[src/rtl/fetch_queue_stage_pkg.sv]
// Shared types and defaults for the fetch stage and its fetch queue.
package fetch_queue_stage_pkg;

    localparam int unsigned DEF_ADDR_WIDTH = 32;
    localparam int unsigned DEF_INSN_WIDTH = 32;
    localparam int unsigned PC_STEP_DEFAULT = 4;
    localparam logic [DEF_ADDR_WIDTH-1:0] RESET_PC_DEFAULT = 32'h0000_0000;

    // Instruction bit that marks a control-transfer opcode for predecode.
    localparam int unsigned BRANCH_BIT = 6;

    typedef logic [DEF_ADDR_WIDTH-1:0] pc_t;
    typedef logic [DEF_INSN_WIDTH-1:0] insn_t;

    // One fetch queue entry at the default widths.
    typedef struct packed {
        pc_t   pc;
        insn_t insn;
        logic  is_branch;
        logic  pred_taken;
        pc_t   pred_target;
    } fetch_queue_entry_t;

    // Predecode: branch class is flagged by a single opcode bit.
    function automatic logic predecode_is_branch(input logic [BRANCH_BIT:0] insn_low);
        return insn_low[BRANCH_BIT];
    endfunction

endpackage

[src/rtl/fetch_queue.sv]
// Generic circular FIFO with flush. Head entry is read from the storage
// register at the read pointer, so it is stable while not popped.
module fetch_queue
    import fetch_queue_stage_pkg::*;
#(
    parameter int unsigned WIDTH = 8,
    parameter int unsigned DEPTH = 4
) (
    input  logic                       clk,
    input  logic                       rst,
    input  logic                       flush,
    input  logic                       push,
    input  logic [WIDTH-1:0]           push_data,
    input  logic                       pop,
    output logic [WIDTH-1:0]           head_data,
    output logic                       head_valid,
    output logic [$clog2(DEPTH+1)-1:0] count
);

    localparam int unsigned PTR_W = $clog2(DEPTH);
    localparam int unsigned CNT_W = $clog2(DEPTH+1);

    logic [WIDTH-1:0] mem_q [DEPTH];
    logic [WIDTH-1:0] mem_d [DEPTH];
    logic [PTR_W-1:0] rd_ptr_q, rd_ptr_d;
    logic [PTR_W-1:0] wr_ptr_q, wr_ptr_d;
    logic [CNT_W-1:0] count_q, count_d;

    logic empty_s;
    logic full_s;
    logic push_ok_s;
    logic pop_ok_s;

    // Accept a push when there is room or when a pop frees a slot in the same cycle.
    always_comb begin
        empty_s   = (count_q == {CNT_W{1'b0}});
        full_s    = (count_q == CNT_W'(DEPTH));
        pop_ok_s  = pop && !flush && !empty_s;
        push_ok_s = push && !flush && (!full_s || pop_ok_s);
    end

    // Next-state for storage, pointers and count; flush empties the queue.
    always_comb begin
        mem_d    = mem_q;
        rd_ptr_d = rd_ptr_q;
        wr_ptr_d = wr_ptr_q;
        count_d  = count_q;
        if (flush) begin
            rd_ptr_d = {PTR_W{1'b0}};
            wr_ptr_d = {PTR_W{1'b0}};
            count_d  = {CNT_W{1'b0}};
        end else begin
            if (push_ok_s) begin
                mem_d[wr_ptr_q] = push_data;
                wr_ptr_d        = wr_ptr_q + PTR_W'(1);
            end else begin
                wr_ptr_d = wr_ptr_q;
            end
            if (pop_ok_s) begin
                rd_ptr_d = rd_ptr_q + PTR_W'(1);
            end else begin
                rd_ptr_d = rd_ptr_q;
            end
            case ({push_ok_s, pop_ok_s})
                2'b10:   count_d = count_q + CNT_W'(1);
                2'b01:   count_d = count_q - CNT_W'(1);
                default: count_d = count_q;
            endcase
        end
    end

    // Queue state registers; storage is cleared on reset so the head reads zero.
    always_ff @(posedge clk or posedge rst) begin
        if (rst) begin
            for (int i = 0; i < DEPTH; i++) begin
                mem_q[i] <= {WIDTH{1'b0}};
            end
            rd_ptr_q <= {PTR_W{1'b0}};
            wr_ptr_q <= {PTR_W{1'b0}};
            count_q  <= {CNT_W{1'b0}};
        end else begin
            for (int i = 0; i < DEPTH; i++) begin
                mem_q[i] <= mem_d[i];
            end
            rd_ptr_q <= rd_ptr_d;
            wr_ptr_q <= wr_ptr_d;
            count_q  <= count_d;
        end
    end

    assign head_data  = mem_q[rd_ptr_q];
    assign head_valid = (count_q != {CNT_W{1'b0}});
    assign count      = count_q;

endmodule

[src/rtl/fetch_queue_stage.sv]
// Fetch stage: PC generation with BTB/direction prediction, single-entry
// in-flight tracking for a 1-cycle I-memory, epoch-based stale response
// dropping, and a credit-controlled fetch queue towards decode.
module fetch_queue_stage
    import fetch_queue_stage_pkg::*;
#(
    parameter int unsigned ADDR_WIDTH = DEF_ADDR_WIDTH,
    parameter int unsigned INSN_WIDTH = DEF_INSN_WIDTH,
    parameter int unsigned DEPTH      = 4,
    parameter logic [ADDR_WIDTH-1:0] RESET_PC = ADDR_WIDTH'(RESET_PC_DEFAULT),
    parameter int unsigned PC_STEP    = PC_STEP_DEFAULT
) (
    input  logic                       clk,
    input  logic                       rst,
    input  logic                       flush,
    input  logic [ADDR_WIDTH-1:0]      redirect_pc,
    output logic                       imem_req_valid,
    output logic [ADDR_WIDTH-1:0]      imem_req_pc,
    input  logic                       imem_resp_valid,
    input  logic [INSN_WIDTH-1:0]      imem_resp_insn,
    input  logic                       btb_hit,
    input  logic [ADDR_WIDTH-1:0]      btb_target,
    input  logic                       bp_taken,
    output logic                       out_valid,
    input  logic                       out_ready,
    output logic [ADDR_WIDTH-1:0]      out_pc,
    output logic [INSN_WIDTH-1:0]      out_insn,
    output logic                       out_is_branch,
    output logic                       out_pred_taken,
    output logic [ADDR_WIDTH-1:0]      out_pred_target,
    output logic [$clog2(DEPTH+1)-1:0] occupancy
);

    localparam int unsigned CNT_W = $clog2(DEPTH+1);

    typedef struct packed {
        logic [ADDR_WIDTH-1:0] pc;
        logic [INSN_WIDTH-1:0] insn;
        logic                  is_branch;
        logic                  pred_taken;
        logic [ADDR_WIDTH-1:0] pred_target;
    } entry_t;

    localparam int unsigned ENTRY_W = $bits(entry_t);

    logic [ADDR_WIDTH-1:0] pc_q, pc_d;
    logic                  epoch_q, epoch_d;
    logic                  inflight_q, inflight_d;
    logic [ADDR_WIDTH-1:0] if_pc_q, if_pc_d;
    logic                  if_taken_q, if_taken_d;
    logic [ADDR_WIDTH-1:0] if_target_q, if_target_d;
    logic                  if_epoch_q, if_epoch_d;

    logic [CNT_W-1:0]      count_s;
    logic [CNT_W:0]        credit_used_s;
    logic                  issue_s;
    logic                  pred_taken_s;
    logic [ADDR_WIDTH-1:0] seq_pc_s;
    logic [ADDR_WIDTH-1:0] pred_target_s;
    logic                  push_s;
    logic                  pop_s;
    logic                  head_valid_s;
    entry_t                push_entry_s;
    entry_t                head_entry_s;
    logic [ENTRY_W-1:0]    head_bits_s;

    // Issue decision and prediction. Queue entries plus the in-flight slot
    // form the credit pool, so a response always finds space.
    always_comb begin
        credit_used_s = {1'b0, count_s} + {{CNT_W{1'b0}}, inflight_q};
        issue_s       = !rst && !flush && (credit_used_s < (CNT_W+1)'(DEPTH));
        pred_taken_s  = btb_hit && bp_taken;
        seq_pc_s      = pc_q + ADDR_WIDTH'(PC_STEP);
        if (pred_taken_s) begin
            pred_target_s = btb_target;
        end else begin
            pred_target_s = seq_pc_s;
        end
    end

    // Response acceptance: only a response tagged with the current epoch is
    // queued; anything older belongs to a flushed path.
    always_comb begin
        push_s                   = imem_resp_valid && inflight_q && (if_epoch_q == epoch_q) && !flush;
        pop_s                    = head_valid_s && out_ready && !flush;
        push_entry_s.pc          = if_pc_q;
        push_entry_s.insn        = imem_resp_insn;
        push_entry_s.is_branch   = predecode_is_branch(imem_resp_insn[BRANCH_BIT:0]);
        push_entry_s.pred_taken  = if_taken_q;
        push_entry_s.pred_target = if_target_q;
    end

    // Next PC, epoch and in-flight tracking; flush outranks issue.
    always_comb begin
        pc_d        = pc_q;
        epoch_d     = epoch_q;
        inflight_d  = inflight_q;
        if_pc_d     = if_pc_q;
        if_taken_d  = if_taken_q;
        if_target_d = if_target_q;
        if_epoch_d  = if_epoch_q;
        if (flush) begin
            pc_d    = redirect_pc;
            epoch_d = ~epoch_q;
        end else if (issue_s) begin
            pc_d = pred_target_s;
        end else begin
            pc_d = pc_q;
        end
        if (issue_s) begin
            inflight_d  = 1'b1;
            if_pc_d     = pc_q;
            if_taken_d  = pred_taken_s;
            if_target_d = pred_target_s;
            if_epoch_d  = epoch_q;
        end else if (imem_resp_valid) begin
            inflight_d = 1'b0;
        end else begin
            inflight_d = inflight_q;
        end
    end

    // PC, epoch and in-flight registers.
    always_ff @(posedge clk or posedge rst) begin
        if (rst) begin
            pc_q        <= RESET_PC;
            epoch_q     <= 1'b0;
            inflight_q  <= 1'b0;
            if_pc_q     <= {ADDR_WIDTH{1'b0}};
            if_taken_q  <= 1'b0;
            if_target_q <= {ADDR_WIDTH{1'b0}};
            if_epoch_q  <= 1'b0;
        end else begin
            pc_q        <= pc_d;
            epoch_q     <= epoch_d;
            inflight_q  <= inflight_d;
            if_pc_q     <= if_pc_d;
            if_taken_q  <= if_taken_d;
            if_target_q <= if_target_d;
            if_epoch_q  <= if_epoch_d;
        end
    end

    fetch_queue #(
        .WIDTH (ENTRY_W),
        .DEPTH (DEPTH)
    ) u_queue (
        .clk        (clk),
        .rst        (rst),
        .flush      (flush),
        .push       (push_s),
        .push_data  (push_entry_s),
        .pop        (pop_s),
        .head_data  (head_bits_s),
        .head_valid (head_valid_s),
        .count      (count_s)
    );

    assign head_entry_s    = entry_t'(head_bits_s);
    assign imem_req_valid  = issue_s;
    assign imem_req_pc     = pc_q;
    assign out_valid       = head_valid_s;
    assign out_pc          = head_entry_s.pc;
    assign out_insn        = head_entry_s.insn;
    assign out_is_branch   = head_entry_s.is_branch;
    assign out_pred_taken  = head_entry_s.pred_taken;
    assign out_pred_target = head_entry_s.pred_target;
    assign occupancy       = count_s;

endmodule
[config.mk]
export PLATFORM = sky130hd
export DESIGN_NAME = fetch_queue_stage
export DESIGN_NICKNAME = d
export VERILOG_FILES = /design/src/rtl/fetch_queue_stage_pkg.sv /design/src/rtl/fetch_queue.sv /design/src/rtl/fetch_queue_stage.sv
export SDC_FILE = /design/constraint.sdc
export NUM_CORES = 1
export LEC_CHECK = 0
export ABC_AREA = 1
export CORE_MARGIN = 3
export CORE_UTILIZATION = 35
export DETAILED_ROUTE_END_ITERATION = 16
export DONT_BUFFER_PORTS = 1
export HOLD_SLACK_MARGIN = 0.02
export PLACE_DENSITY_LB_ADDON = 0.1
export SETUP_SLACK_MARGIN = 0.15
export SLEW_MARGIN = 40
export SYNTH_ARGS = -nofsm -noshare
export SYNTH_HDL_FRONTEND = slang
export SYNTH_SLANG_ARGS = --single-unit
[constraint.sdc]
create_clock -name clk -period 28.4 [get_ports clk]
set_input_delay 2.84 -clock clk [delete_from_list [all_inputs] [get_ports clk]]
set_output_delay 2.84 -clock clk [all_outputs]
set_load 0.01 [all_outputs]
Word-level counts from Yosys, hierarchy flattened
Index checks and enable logic that the tools add are counted.
{"block": "word_totals", "latchBits": 0, "out_inout_bits": 135, "in_bits": 103, "n_memories": 0, "wordCells": 75, "rom_bits": 0, "ram_bits": 0, "regBits": 499}
{"block": "classes", "n_reduce_logical": 26, "bitwise": 4, "n_addsub": 6, "div": 0, "n_shift": 0, "multipliers": 0, "muxes": 17, "n_lt_le_gt_ge": 4, "eq_ne": 4}
{"op": "$bwmux 392", "n": 1}
{"op": "$mux 98", "n": 3}
{"op": "$bmux 98 s2", "n": 1}
{"op": "$demux 98 s2", "n": 1}
{"op": "$mux 32", "n": 3}
{"op": "$add 32x3->32 const B", "n": 1}
{"op": "$logic_and 1x1->1", "n": 13}
{"op": "$mux 2", "n": 4}
{"op": "$reduce_bool 2->1", "n": 4}
{"op": "$ge 3x3->1 const B", "n": 2}
{"op": "$not 2->3", "n": 2}
{"op": "$pmux 3 s2", "n": 1}
{"op": "$reduce_bool 3->1", "n": 2}
{"op": "$add 2x1->2 const B", "n": 2}
{"op": "$add 3x1->4", "n": 1}
{"op": "$logic_not 1->1", "n": 4}
{"op": "$lt 4x3->1 const B", "n": 1}
{"op": "$add 3x1->3 const B", "n": 1}
{"op": "$eq 3x3->1 const B", "n": 1}
{"op": "$logic_not 3->1", "n": 1}
{"op": "$lt 3x1->1 const B", "n": 1}
{"op": "$mux 3", "n": 1}
{"op": "$sub 3x1->3 const B", "n": 1}
{"op": "$eq 2x1->1 const B", "n": 1}
{"op": "other kinds (6)", "n": 8}

Depth between registers and ports, before layout
Gate-level depths: netlist (run 1).
{"block": "depth", "ltp_word": 10, "depth_mapped": 11, "depth_no_buf": 10}

By module
From an unflattened synthesis (run 1), not the netlist that was laid out.
{"block": "hier_totals", "cells_unflattened": 2641, "hier_area_um2": 22861.9}
{"mod": "fetch_queue", "cells_each": 1976, "instances": 1, "area_each_um2": 17834.6}
{"mod": "fetch_queue_stage", "cells_each": 665, "instances": 1, "area_each_um2": 5027.3}

Worst setup path after synthesis (run 1)
Ideal clock, no wire load.
{"block": "synth_path", "kind": "input port to output port", "start": "input port flush", "end": "output port imem_req_valid", "required_ps": 25560, "path_buffers": 2, "arrival_time_ps": 3581, "path_slack_ps": 21979, "stages": 5, "path_cell_list": "buf_2 -> nor2_1 -> nand3_1 -> clkbuf_1 -> inv_1"}
{"block": "synth_via", "elab_chain_len": 3}
{"element": "start, declared", "line": "fetch_queue_stage.sv:15", "source": "input logic flush,"}
{"element": "$logic_not 1->1", "line": "fetch_queue_stage.sv:71", "source": "issue_s = !rst && !flush && (credit_used_s < (CNT_W+1)'(DEPTH));"}
{"element": "$logic_and 1x1->1 (2 in series)", "line": "fetch_queue_stage.sv:71"}
{"element": "end, declared", "line": "fetch_queue_stage.sv:17", "source": "output logic imem_req_valid,"}
No other way between the ends.

Final worst setup path (run 1)
Same ends and word-level chain as after synthesis.

==> flow_summary.toml, run 1 <==
[clock_tree]
cts-hold-fix-buffers = 0
clkTransAtPathRegs_ns = 0.06
cts_setup_buffers = 0
clockBufferDepth = 3
clk_latency_ns = 0.62
cts.repair.resized = 0
numCtsBuffers = 58
root_buffer = "clkbuf_16"
htree_num_levels = 2
cts_tree = "done"
numClockSinks = 495

[routing]
ant_nets = 0
routed_wl_um = 85220
drt_iter0_markers = 1741
drc = 0
route.vias.total = 20450
post_drt_wl_per_cell_um = 22.65
via_per_inst = 5.434
dr.pass1.iters = 6

[floorplan]
die_y_um = 263.6
dieWidth_um = 263.6
ioPinCount = 238
start_util_pct = 35.71
dieArea_sq_um = 69500
core_area_sq_um = 65050
rows = 93

[global_routing]
grt_pass1_wl_um = 128200
grt_start_max_net_pins = 145
grt_usage_pct = 23.98
antenna_found_initial = 13
grt_pass1_vias = 19731
grt-ovfl-total = 0

[yosys]
synth_compound_area_share_pct = 8.451
yosys_warnings = 0
synthSimpleGateAreaFrac_pct = 32.09
synth_area_leaders = "dfrtp_1 (53%), nand2_1 (17%), nand3_1 (10%), o21ai_0 (5.5%), nor2_1 (4.7%)"
yosysTopAreaCellShare_pct = 53.32
synth.yosys.seq_area_share_pct = 53.32
synthAdderAreaFrac_pct = 0.3555
ys_types = 24
ys_ff_latch = 495
yosysTopAreaCell = "dfrtp_1"
synth_xor_area_share_pct = 0.3016
syn_area_sq_um = 23230
synthCells = 2980
avgSynthCellArea_sq_um = 7.795
synth_top_family_by_area = "simple AND/OR/NAND/NOR gates"
syn_nets = 3089
synth_mux_area_share_pct = 0

[pwr]
ir_drop_uv = 50.59
p_clk_share_pct = 35.1
p_seq_share_pct = 44.0
p_int_mw = 1.427
total_power_mw = 2.175
p_sw_share_pct = 34.38
netSwitchingPower_mw = 0.7478
p_leak_nw = 13.41
pwr-share-comb_pct = 20.9
p_per_area_nw_per_um2 = 84.54

[setup_path]
cp.arrival_ns = 3.52
critPathMaxStageDelay_ns = 0.31
worst-path-buf-inv = 1
critPathSlowestCell = "inv_1"
worstSetupPathType = "primary input to output pin"
r2r.worst_path.cells = 10
crit_family = "simple AND/OR/NAND/NOR gates"
endpoint_kind = "output pin"
start_kind = "primary input"
cp.depth = 3
crit_required_ns = 25.56
cp_max_fo = 37
cp_cell_sequence = "nor2_1 -> nand3_4 -> inv_1"

[place]
dpl.hpwl_um = 49230
placed_cells = 3647
portBuffers = 0
place.gp.congestion = 0.9101

[hold_path]
hold_path_class = "flip-flop to flip-flop"
hold_depth = 2

[finish]
multiInputGateArea_sq_um = 9664
final-seq-area_sq_um = 12390
fill_cells = 6715
drive_gt1_share_pct = 5.136
syn2layout_area_growth_pct = 10.77
nets = 2963
fin_cells = 3763

[timing]
max_freq_mhz = 157.3
period_minus_slack_ns = 6.357
fin_setup_tns_ns = 0
relSlewSlack_pct = 43.18
setup_viol = 0
rsz0062_at_grt = "false"
finClkSkew_ns = 0.01857
tightest_slew_ns = 0.8522
timing.final.crit_share_pct = 22.38
hold_viol_final = 0
finalMaxSlewViolations = 0

[outcome]
status = "finished, final reports clean"

[flow_run]
cap_violations = 0
[worst reg2reg max path: cells and delay by family, from the launching register on]
kind | cells | cell delay, ns
and+or+nand+nor | 8 | 2.19
buffers and inverters | 2 | 1.00
DFF | 1 | 0.48
[state kept, by name (all words and copies together), names as in the netlist]
signal,count
u_queue.mem_q,388
if_pc_q,32
if_target_q,32
imem_req_pc,32
u_queue.count,3
u_queue.rd_ptr_q,2
u_queue.wr_ptr_q,2
epoch_q,1
if_epoch_q,1
if_taken_q,1
inflight_q,1
[worst paths after layout]
path                                     from            endpoint  slack (ns)
setup / recovery                        flush      imem_req_valid       22.04
hold / removal             u_queue.mem_q[278]  u_queue.mem_q[278]        0.46
setup reg to reg             u_queue.count[0]  u_queue.mem_q[262]       24.68
hold reg to reg            u_queue.mem_q[278]  u_queue.mem_q[278]        0.46
max in group asynchronous                 rst   u_queue.mem_q[45]       24.43
min in group asynchronous                 rst     imem_req_pc[16]        2.15
[metal layers]
metal	track usage [%]	share of wire (%)	vias to the layer above
li1	-	-	9493
met1	31.98	42	10059
met2	38.32	46	765
met3	5.794	8.3	123
met4	7.942	3.0	10
met5	0	0.068	-
[Yosys cell counts (all sizes together)]
cell,count
a21oi,3
a22oi,7
buf,85
clkbuf,133
dfrtp,495
fa,1
ha,5
inv,70
nand2,1053
nand3,468
nand3b,1
nand4,5
nor2,292
o211ai,1
o21ai,256
o22ai,97
xor2,8
[cell usage in the layout (no fill, tap or decap), types with 5 or more instances in the layout]
cell type / n
nand2_1: 1046
dfrtp_1: 493
nand3_1: 467
nor2_1: 288
o21ai_0: 256
o22ai_1: 97
inv_1: 65
clkbuf_16: 59
clkbuf_8: 16
buf_6: 15
buf_4: 15
clkbuf_1: 13
clkinv_2: 13
xor2_1: 8
diode_2: 7
a22oi_1: 7
nand4_1: 5
[logic make-up (layout without fill, tap and decap cells)]
group,after synthesis,count (layout)
AND/OR/NAND/NOR,1819,1819
flip-flops,495,495
AO/OA/AOI/OAI,364,364
buffers and inverters,288,209
XOR/XNOR,8,8
adder cells (fa/ha/maj),6,6
other,0,7
[layout make-up]
cell class | instances | area share [%]
inverter | 70 | 1.167
sequential | 495 | 48.17
clock inverter | 19 | 0.8461
timing repair buffer | 32 | 1.250
multi-input combinational | 2197 | 37.56
antenna | 7 | 0.06808
clock buffer | 88 | 6.783
tap | 855 | 4.158
[power by group through the flow]
stage	sequential, mW	clock, mW	combinational (mW)
2_1_floorplan	0.930	0	0.334
3_3_place_gp	0.967	0	0.449
3_5_place_dp	0.971	0	0.457
4_1_cts	0.959	0.783	0.458
5_1_grt	0.975	0.812	0.511
6_report	0.958	0.763	0.455
[through the flow]
step / area [sq um] / util, % / hold WS, ns / setup WS [ns]
floorplan: 23230 / - / 0.4366 / 11.74
global placement: 23630 / 36.33 / 0.4477 / 22.12
detailed placement: 23670 / 36.39 / 0.4528 / 22.08
CTS: 25630 / 39.41 / 0.4673 / 21.84
global route: 25730 / 39.55 / 0.4766 / 21.97
finish: 25730 / 39.56 / 0.4620 / 22.04
No activity file was read; power rests on OpenSTA's default activity.
==> run 2, diff against run 1 <==
- clock period: 28.4 -> 6.4 ns (I/O delays scaled with it)
==> run 2 against run 1 <==
Effect of this change: sequential power rose to 4.5 times the previous value; first-iteration DRC count rose by 2.8%; clock power rose to 4.2 times the previous value; cell count fell by 0.16%; hold slack got worse by 0.34 ns; clock-buffer cell count fell by 2; setup slack got worse by 20 ns; critical endpoint is now out_pred_target[9]; largest power group unchanged.
==> flow_summary.toml, run 2 (synthesized netlist as in run 1, its figures left out) <==
[setup_path]
setup.worst_path.start = "u_queue.rd_ptr_q[1]"
cp.depth = 4
critPathMaxStageDelay_ns = 0.71
worstSetupPathType = "flip-flop to output pin"
reg2reg_slack_ns = 3.18
cp.arrival_ns = 3.51
worst-path-buf-inv = 2
crit_family = "buffers and inverters"
cp_cell_sequence = "clkinv_2 -> buf_4 -> o21ai_0 -> o22ai_1"
endpoint_kind = "output pin"
crit_required_ns = 5.76
rr_startpoint = "u_queue.count[0]"
critPathSlowestCell = "buf_4"
r2r-end = "u_queue.mem_q[18]"
cp_max_fo = 58
start_kind = "flip-flop"
critPathCapture = "out_pred_target[9]"
r2r.worst_path.cells = 10

[global_routing]
grt_pass1_wl_um = 128300
grt_start_max_net_pins = 139
grt_pass1_vias = 20118
antenna_found_initial = 4
grt_usage_pct = 23.73
grt-ovfl-total = 0

[floorplan]
core_area_sq_um = 65050
dieArea_sq_um = 69500
start_util_pct = 35.71
ioPinCount = 238
dieWidth_um = 263.6
rows = 93
die_y_um = 263.6

[outcome]
status = "finished, final reports clean"

[clock_tree]
cts_tree = "done"
htree_num_levels = 2
clkTransAtPathRegs_ns = 0.06
numCtsBuffers = 56
cts_setup_buffers = 0
numClockSinks = 495
clk_latency_ns = 0.63
clockBufferDepth = 3
root_buffer = "clkbuf_16"

[routing]
via_per_inst = 5.425
route.vias.total = 20382
post_drt_wl_per_cell_um = 22.27
dr.pass1.iters = 7
drt_iter0_markers = 1789
ant_nets = 0
routed_wl_um = 83670
drc = 0

[finish]
top_register = "u_queue.mem_q"
final_cell_area_sq_um = 25620
fill_cells = 6699
final_common_cell = "nand2_1"
largest_register_ffs = 388
layout_common_cells = "nand2_1 (1046), dfrtp_1 (493), nand3_1 (467)"
nets = 2964
drive_gt1_share_pct = 4.865
syn2layout_area_growth_pct = 10.29

[timing]
finalMaxSlewViolations = 0
relSlewSlack_pct = 42.57
max_freq_mhz = 241.1
rsz0062_at_grt = "false"
worst_hold_slack_ns = 0.1199
period_minus_slack_ns = 4.147
hold_viol_final = 0
tightest_slew_ns = 0.8615
fin_setup_tns_ns = 0
timing.final.crit_share_pct = 64.80
finClkSkew_ns = 0.01923
setup_viol = 0

[pwr]
p_leak_nw = 13.32
ir_drop_uv = 187.1
total_power_mw = 9.472
p_per_area_nw_per_um2 = 369.7

[place]
dpl-instance-area_sq_um = 23760
place.gp.congestion = 0.8647
dpl.hpwl_um = 50430
portBuffers = 0

[flow_run]
cap_violations = 0

[hold_path]
hold_path_class = "primary input to flip-flop"
## run 2: report_power, final
group          leakage, nW  internal [mW]  total (mW)  switching (mW)
Clock                0.892           1.84        3.19            1.35
Combinational         5.84          0.556        2.01            1.45
Sequential            6.59           3.75        4.27           0.525
Total                 13.3           6.15        9.47            3.33
## run 2: through the flow
stage | std cells | worst slack (ns) | util, %
6_report | 3757 | 2.253 | 39.39
5_1_grt | 3755 | 2.105 | 39.38
4_1_cts | 3752 | 2.139 | 39.32
3_5_place_dp | 3650 | 2.799 | 36.53
3_3_place_gp | 3648 | 2.866 | 36.40
2_1_floorplan | 2980 | -0.9545 | -
## run 2: what timing repair did
action / CTS / global route
hold buffers: 1 / 0
hold endpoints to repair: 22 / 0
gates resized for setup: 0 / 0
## run 2: worst min-delay path by stage
| stage | slack, ns | to | start | cells past startpoint |
|---|---|---|---|---|
| 2_1_floorplan | 0.44 | u_queue.mem_q[195] | u_queue.mem_q[195] | 2 |
| 3_3_place_gp | 0.45 | u_queue.mem_q[289] | u_queue.mem_q[289] | 2 |
| 3_5_place_dp | 0.45 | u_queue.mem_q[227] | u_queue.mem_q[227] | 2 |
| 4_1_cts | 0.09 | inflight_q | imem_resp_valid | 1 |
| 5_1_grt | 0.09 | inflight_q | imem_resp_valid | 1 |
| 6_report | 0.12 | inflight_q | imem_resp_valid | 1 |
## run 2: cell type report
type	instances	area, sq um	area share, %
Antenna cell	4	10.01	0.03907
Clock buffer	86	1644	6.417
Clock inverter	15	158.9	0.6202
Inverter	70	285.3	1.113
Multi-Input combinational cell	2197	9682	37.79
Sequential cell	495	12390	48.38
Tap cell	855	1070	4.175
Timing Repair Buffer	35	376.6	1.470
## run 2: metal layers
layer / global-route usage [%] / vias up / part of all wire, %
li1: - / 9499 / -
met1: 32.47 / 10104 / 44
met2: 38.48 / 655 / 47
met3: 4.523 / 122 / 6.4
met4: 6.571 / 2 / 2.7
met5: 0 / - / 0.016
